==> src/rtl/alu_share_arbiter.sv <==
// Round-robin sharing of one ALU between two issue lanes, with a registered response slot per lane.
// Optional per-lane stall counters are enabled by defining ALU_ARB_STALL_CNT_EN.
module alu_share_arbiter #(
  parameter int WIDTH = 32,
  parameter int CNT_W = 16
) (
  input  logic             clk,
  input  logic             rst_n,
  input  logic [1:0]       req_valid,
  output logic [1:0]       req_ready,
  input  logic [5:0]       req_funct0,
  input  logic [5:0]       req_funct1,
  input  logic [1:0]       req_aluop0,
  input  logic [1:0]       req_aluop1,
  input  logic [WIDTH-1:0] req_a0,
  input  logic [WIDTH-1:0] req_b0,
  input  logic [WIDTH-1:0] req_a1,
  input  logic [WIDTH-1:0] req_b1,
  output logic [WIDTH-1:0] alu_a,
  output logic [WIDTH-1:0] alu_b,
  output logic [2:0]       alu_sel,
  input  logic [WIDTH-1:0] alu_result,
  input  logic             alu_zero,
  output logic [1:0]       resp_valid,
  input  logic [1:0]       resp_ready,
  output logic [WIDTH-1:0] resp_data0,
  output logic [WIDTH-1:0] resp_data1,
  output logic [1:0]       resp_zero,
  output logic [1:0]       resp_illegal
`ifdef ALU_ARB_STALL_CNT_EN
  ,
  output logic [CNT_W-1:0] stall_cnt0,
  output logic [CNT_W-1:0] stall_cnt1
`endif
);

  localparam logic [2:0] SEL_ADD = 3'b010;

  // Returns {illegal, sel}; unknown encodings fall back to add and flag illegal.
  function automatic logic [3:0] decode(input logic [1:0] op, input logic [5:0] funct);
    logic [3:0] d;
    case (op)
      2'b00: d = {1'b0, SEL_ADD};
      2'b01: d = {1'b0, 3'b110};
      2'b11: d = {1'b1, SEL_ADD};
      default: begin
        case (funct)
          6'b100000: d = {1'b0, 3'b010};
          6'b100001: d = {1'b0, 3'b100};
          6'b100010: d = {1'b0, 3'b110};
          6'b100011: d = {1'b0, 3'b110};
          6'b100100: d = {1'b0, 3'b000};
          6'b100101: d = {1'b0, 3'b001};
          6'b000000: d = {1'b0, 3'b101};
          6'b101010: d = {1'b0, 3'b011};
          6'b101011: d = {1'b0, 3'b111};
          default:   d = {1'b1, SEL_ADD};
        endcase
      end
    endcase
    return d;
  endfunction

  logic [WIDTH-1:0] lane_a [2];
  logic [WIDTH-1:0] lane_b [2];
  logic [3:0]       lane_dec [2];
  logic [1:0]       elig;
  logic [1:0]       grant;
  logic             prio_reg;

  logic [WIDTH-1:0] data_reg [2];
  logic             valid_reg [2];
  logic             zero_reg [2];
  logic             illegal_reg [2];

  assign lane_a[0]   = req_a0;
  assign lane_a[1]   = req_a1;
  assign lane_b[0]   = req_b0;
  assign lane_b[1]   = req_b1;
  assign lane_dec[0] = decode(req_aluop0, req_funct0);
  assign lane_dec[1] = decode(req_aluop1, req_funct1);

  // A lane may issue only when its response slot is empty or being drained this cycle.
  assign elig = req_valid & (~resp_valid | resp_ready);

  always_comb begin
    grant = elig;
    if (elig == 2'b11) grant = prio_reg ? 2'b10 : 2'b01;
  end

  assign req_ready = grant;

  always_comb begin
    alu_a   = '0;
    alu_b   = '0;
    alu_sel = SEL_ADD;
    if (grant[0]) begin
      alu_a   = lane_a[0];
      alu_b   = lane_b[0];
      alu_sel = lane_dec[0][2:0];
    end else if (grant[1]) begin
      alu_a   = lane_a[1];
      alu_b   = lane_b[1];
      alu_sel = lane_dec[1][2:0];
    end
  end

  always_ff @(posedge clk or negedge rst_n) begin
    if (!rst_n) prio_reg <= 1'b0;
    else if (|grant) prio_reg <= ~prio_reg;
  end

  generate
    for (genvar gi = 0; gi < 2; gi++) begin : g_lane
      always_ff @(posedge clk or negedge rst_n) begin
        if (!rst_n) begin
          valid_reg[gi]   <= 1'b0;
          data_reg[gi]    <= '0;
          zero_reg[gi]    <= 1'b0;
          illegal_reg[gi] <= 1'b0;
        end else if (grant[gi]) begin
          valid_reg[gi]   <= 1'b1;
          data_reg[gi]    <= alu_result;
          zero_reg[gi]    <= alu_zero;
          illegal_reg[gi] <= lane_dec[gi][3];
        end else if (resp_ready[gi]) begin
          valid_reg[gi]   <= 1'b0;
        end
      end
    end
  endgenerate

  assign resp_valid   = {valid_reg[1], valid_reg[0]};
  assign resp_zero    = {zero_reg[1], zero_reg[0]};
  assign resp_illegal = {illegal_reg[1], illegal_reg[0]};
  assign resp_data0   = data_reg[0];
  assign resp_data1   = data_reg[1];

`ifdef ALU_ARB_STALL_CNT_EN
  logic [CNT_W-1:0] cnt_reg [2];

  generate
    for (genvar gi = 0; gi < 2; gi++) begin : g_stall
      always_ff @(posedge clk or negedge rst_n) begin
        if (!rst_n) cnt_reg[gi] <= '0;
        else if (req_valid[gi] && !grant[gi] && !(&cnt_reg[gi])) cnt_reg[gi] <= cnt_reg[gi] + 1'b1;
      end
    end
  endgenerate

  assign stall_cnt0 = cnt_reg[0];
  assign stall_cnt1 = cnt_reg[1];
`endif

endmodule

==> config.mk <==
export PLATFORM = sky130hd
export DESIGN_NAME = alu_share_arbiter
export DESIGN_NICKNAME = d
export VERILOG_FILES = /design/src/rtl/alu_share_arbiter.sv
export SDC_FILE = /design/constraint.sdc
export NUM_CORES = 1
export LEC_CHECK = 0
export ABC_AREA = 1
export CORE_AREA = 2 2 124 126
export DETAILED_ROUTE_END_ITERATION = 8
export DIE_AREA = 0 0 126 128
export MAX_ROUTING_LAYER = met4
export PLACE_DENSITY = 0.69
export SYNTH_ARGS = -nofsm -noshare
export SYNTH_HDL_FRONTEND = slang
export SYNTH_SLANG_ARGS = --single-unit
==> constraint.sdc <==
create_clock -name clk -period 2 [get_ports clk]
set_input_delay 0.6 -clock clk [delete_from_list [all_inputs] [get_ports clk]]
set_output_delay 0.6 -clock clk [all_outputs]
set_load 0.005 [all_outputs]
==> metrics.md <==
| Metric | Value |
|---|---|
| Status | finished, violations left |
| Violations in the final reports | setup timing |
| Post-route ant nets | 0 |
| Die Span X | between 100 and 150 microns |
| I/O pin cnt | about 320 |
| Count of clock tree sinks | 71 |
| Unrepaired setup endpoints after global routing | yes |
| H-tree levels | 3 |
| Fmax achieved | between 0.4 and 0.5 GHz |
| Core Footprint | ~15000 sq um |
| Remaining Overflow, GRT | 0 |
| Worst-skew pair later-pin latency | 0.33 ns |
| Yosys warning total | 0 |
| Worst reg2reg setup slack | roughly 0.22 ns |
| Syn_area_per_cell | ~8.5 sq um |
| Growth of design area from synthesis to finish | 119.8% |
| Synthesized-area fraction occupied by and/or/nand/nor cells | 0.1639 |
| Arr. time, crit path | 1.79 ns |
| Global placement routability congestion | approximately 0.83 |
| Dominant combinational cell family by area after synthesis | compound AO/OA/AOI/OAI gates |
| Hold Crit Class | in -> async |
| Cell count after placement | 951 |
| Post-Layout Cell Count | 1015 |
| Share of synthesized cell area in full adder, half adder and majority cells | 0 |
| DIE AREA | 16130 sq um |
| Worst-case vdd ir drop | 0.6991 mV |
| Fraction of the yosys area taken by sequential cells | 0.4788 |
| Synth Net Count | 620 |
| Worst Setup Slack, final | -0.3922 ns |
| Global-route wire length before repair | 26.63 mm |
| First-pass iteration count of the detailed router | 6 |
| Number of pins with negative max-slew slack in the final report | 0 |
| DRC violation count after routing | 0 |
| Initial Util | 0.2497 |
| Quantity of I/O buffers inserted on ports | ~320 |
| Slew of the pin with the lowest slew margin | 0.6662 ns |
| Required time of the worst setup path | 1.40 ns |
| Synth Area in Compound Gates | 0.2515 |
| Clock buffers created by TritonCTS | 9 |
| R2R cell count | 7 |
| Share of cell area taken by muxes after synthesis | 0 |
| Largest driver fanout on the critical path | 8 |
| Hpwl dp | 13.73 mm |
| Number of rows in the core area | 45 |
| Pin count of the biggest net entering global routing | 72 |
| PwrDens | 936.3 nW/um^2 |
| Fraction of layout cells with a size suffix above 1 | 0.2597 |
| Final Hold Violating Endpoints | 0 |
| Root cell of the clock tree | clkbuf_16 |
| Period utilization | 1.196 |
| Final critical-path required period | 2.392 ns |
| First-iteration detailed-routing DRC count | about 170 |
| Setup-violating endpoint count in the final report | 69 |
| Routed wirelength normalized by instance count | 18.14 microns |
| Register bit total from synthesis | 71 |
| Nets | 1002 |
| CP Launch Type | flop |
| RR Endpoint | prio_reg |
| Classification of the worst setup path | reg -> out |
| Tot GR Track Use | 0.2240 |
| Launch point of the worst reg-to-reg path | resp_valid[0] |
| Final design area excluding fillers | 8157 sq um |
| Area after DPL | 7316 sq um |
| Number of fillers in the final layout | ~1400 |
| Static Leak | a little under 4 nW |
| Number of buffers added to fix hold violations after cts | 0 |
| CTS max path bufs | 2 |
| Clock tree from TritonCTS | built |
| Synthesized instance count | roughly 440 |
| Antenna violations before repair | 3 |
| Synthesized-area fraction occupied by xor and xnor cells | 0.004720 |
| DR vias | about 4500 |
| Final WL | 18.41 mm |
| Clock Pin Slew Worst Setup and Hold Paths | 0.06 ns |
| DR vias/cell | 4.444 |
| CP Capture Type | output pin |
| Post-Route Hold Slack | around 0.27 ns |
| Worst Skew | 0.004360 ns |
| Number of max-cap violations | 0 |
| Count of unique library cells instantiated by Yosys | 22 |
| Mapped cell area | 3711 sq um |
| Height of the die | 128 microns |
| Remaining max-slew budget at the tightest pin | 0.5559 |
| Via count of the first global-routing pass | ~4600 |
-- stage by stage --
step | setup TNS, ns | total power [mW] | setup WS [ns] | utilization
2_1_floorplan | 0 | 3.199 | 0.01052 | -
3_3_place_gp | -85.91 | 5.416 | -1.117 | 0.4922
3_5_place_dp | -87.52 | 5.455 | -1.144 | 0.4922
4_1_cts | -21.68 | 7.679 | -0.4104 | 0.5424
5_1_grt | -24.81 | 8.075 | -0.4439 | 0.5487
6_report | -20.05 | 7.637 | -0.3922 | 0.5487
-- how the worst max path moves through the flow --
stage,start,end,slack [ns],cells after the start
after CTS,resp_valid[1],alu_b[7],-0.41,9
after detailed placement,resp_ready[0],alu_b[8],-1.14,8
after global routing,resp_valid[0],alu_b[15],-0.44,8
after floorplan,resp_ready[0],alu_a[13],0.01,8
after global placement,resp_ready[0],alu_b[8],-1.12,8
final,resp_valid[0],alu_b[15],-0.39,8
-- where the power goes --
group,internal (mW),switching (mW)
registers,1.90,0.273
clock network,1.29,0.587
logic,2.22,1.37
-- synthesized netlist by cell type --
| library cell | count | area [sq um] |
|---|---|---|
| nor2_1 | 20 | 75.07 |
| o21ai_0 | 48 | 240.2 |
| xor2_1 | 2 | 17.52 |
| nand4_1 | 1 | 6.260 |
| nand3_1 | 15 | 75.07 |
| buf_2 | 10 | 50.05 |
| nand2_2 | 2 | 12.51 |
| clkbuf_1 | 8 | 30.03 |
| buf_6 | 5 | 56.30 |
| a21boi_2 | 2 | 22.52 |
| a21oi_1 | 2 | 10.01 |
| nand3_2 | 1 | 10.01 |
| nand2_1 | 106 | 397.9 |
| inv_1 | 49 | 183.9 |
| o21ai_1 | 20 | 100.1 |
| nand2_4 | 1 | 11.26 |
| dfrtp_1 | 71 | 1777 |
| buf_4 | 5 | 37.54 |
| inv_4 | 1 | 6.260 |
| nand3b_4 | 1 | 20.02 |
| a22o_1 | 64 | 560.5 |
| inv_2 | 3 | 11.26 |
-- routing by layer --
layer	vias to the layer above	track usage	wire length [microns]
met2	187	0.3849	9523
met5	-	-	0
met1	2062	0.2501	7077
met3	29	0.04591	1126
li1	2233	-	-
met4	0	0.1067	683
-- repair_timing --
action	in CTS	in global routing
endpoints found under the setup margin	70	71
pin swaps	40	17
resized for setup	396	34
cloned	8	0
buffers inserted	40	2
-- cells in the final DEF (no fill, tap or decap), types with 10 or more instances in the layout --
| master | n |
|---|---|
| clkdlybuf4s50_1 | 232 |
| nand2_1 | 100 |
| dfrtp_1 | 70 |
| buf_2 | 65 |
| a22o_1 | 62 |
| o21ai_0 | 46 |
| inv_1 | 45 |
| buf_6 | 36 |
| buf_4 | 33 |
| o21ai_1 | 20 |
| nand3_1 | 11 |
| buf_12 | 11 |
| nor2_1 | 10 |
-- cell families (layout without fill, tap and decap cells) --
group	count (synthesis)	count (layout)
and+or+nand+nor	147	147
AOI/OAI and AO/OA	136	136
buffers and inverters	81	468
DFF	71	71
xor gates and xnor gates	2	2
other	0	3
-- final cells by class --
cell class | count | area, sq um | share of cell area
sequential | 71 | 1778 | 0.2180
clock buffer | 11 | 252.7 | 0.03099
multi-input combinational | 285 | 1704 | 0.2089
clock inverter | 5 | 103.9 | 0.01273
inverter | 53 | 216.5 | 0.02654
timing repair inverter | 1 | 11.26 | 0.001381
timing repair buffer | 398 | 3847 | 0.4717
antenna | 3 | 7.507 | 0.0009204
tap | 188 | 235.2 | 0.02884
-- critical path, cell delays in order, from the launching register on --
cell	delay [ns]
dfrtp_1	0.42
nand2_2	0.11
nand3b_4	0.10
nand2_4	0.11
inv_8	0.06
buf_12	0.15
buf_12	0.13
a22o_1	0.23
buf_2	0.14
(Power assumes the default switching activity.)
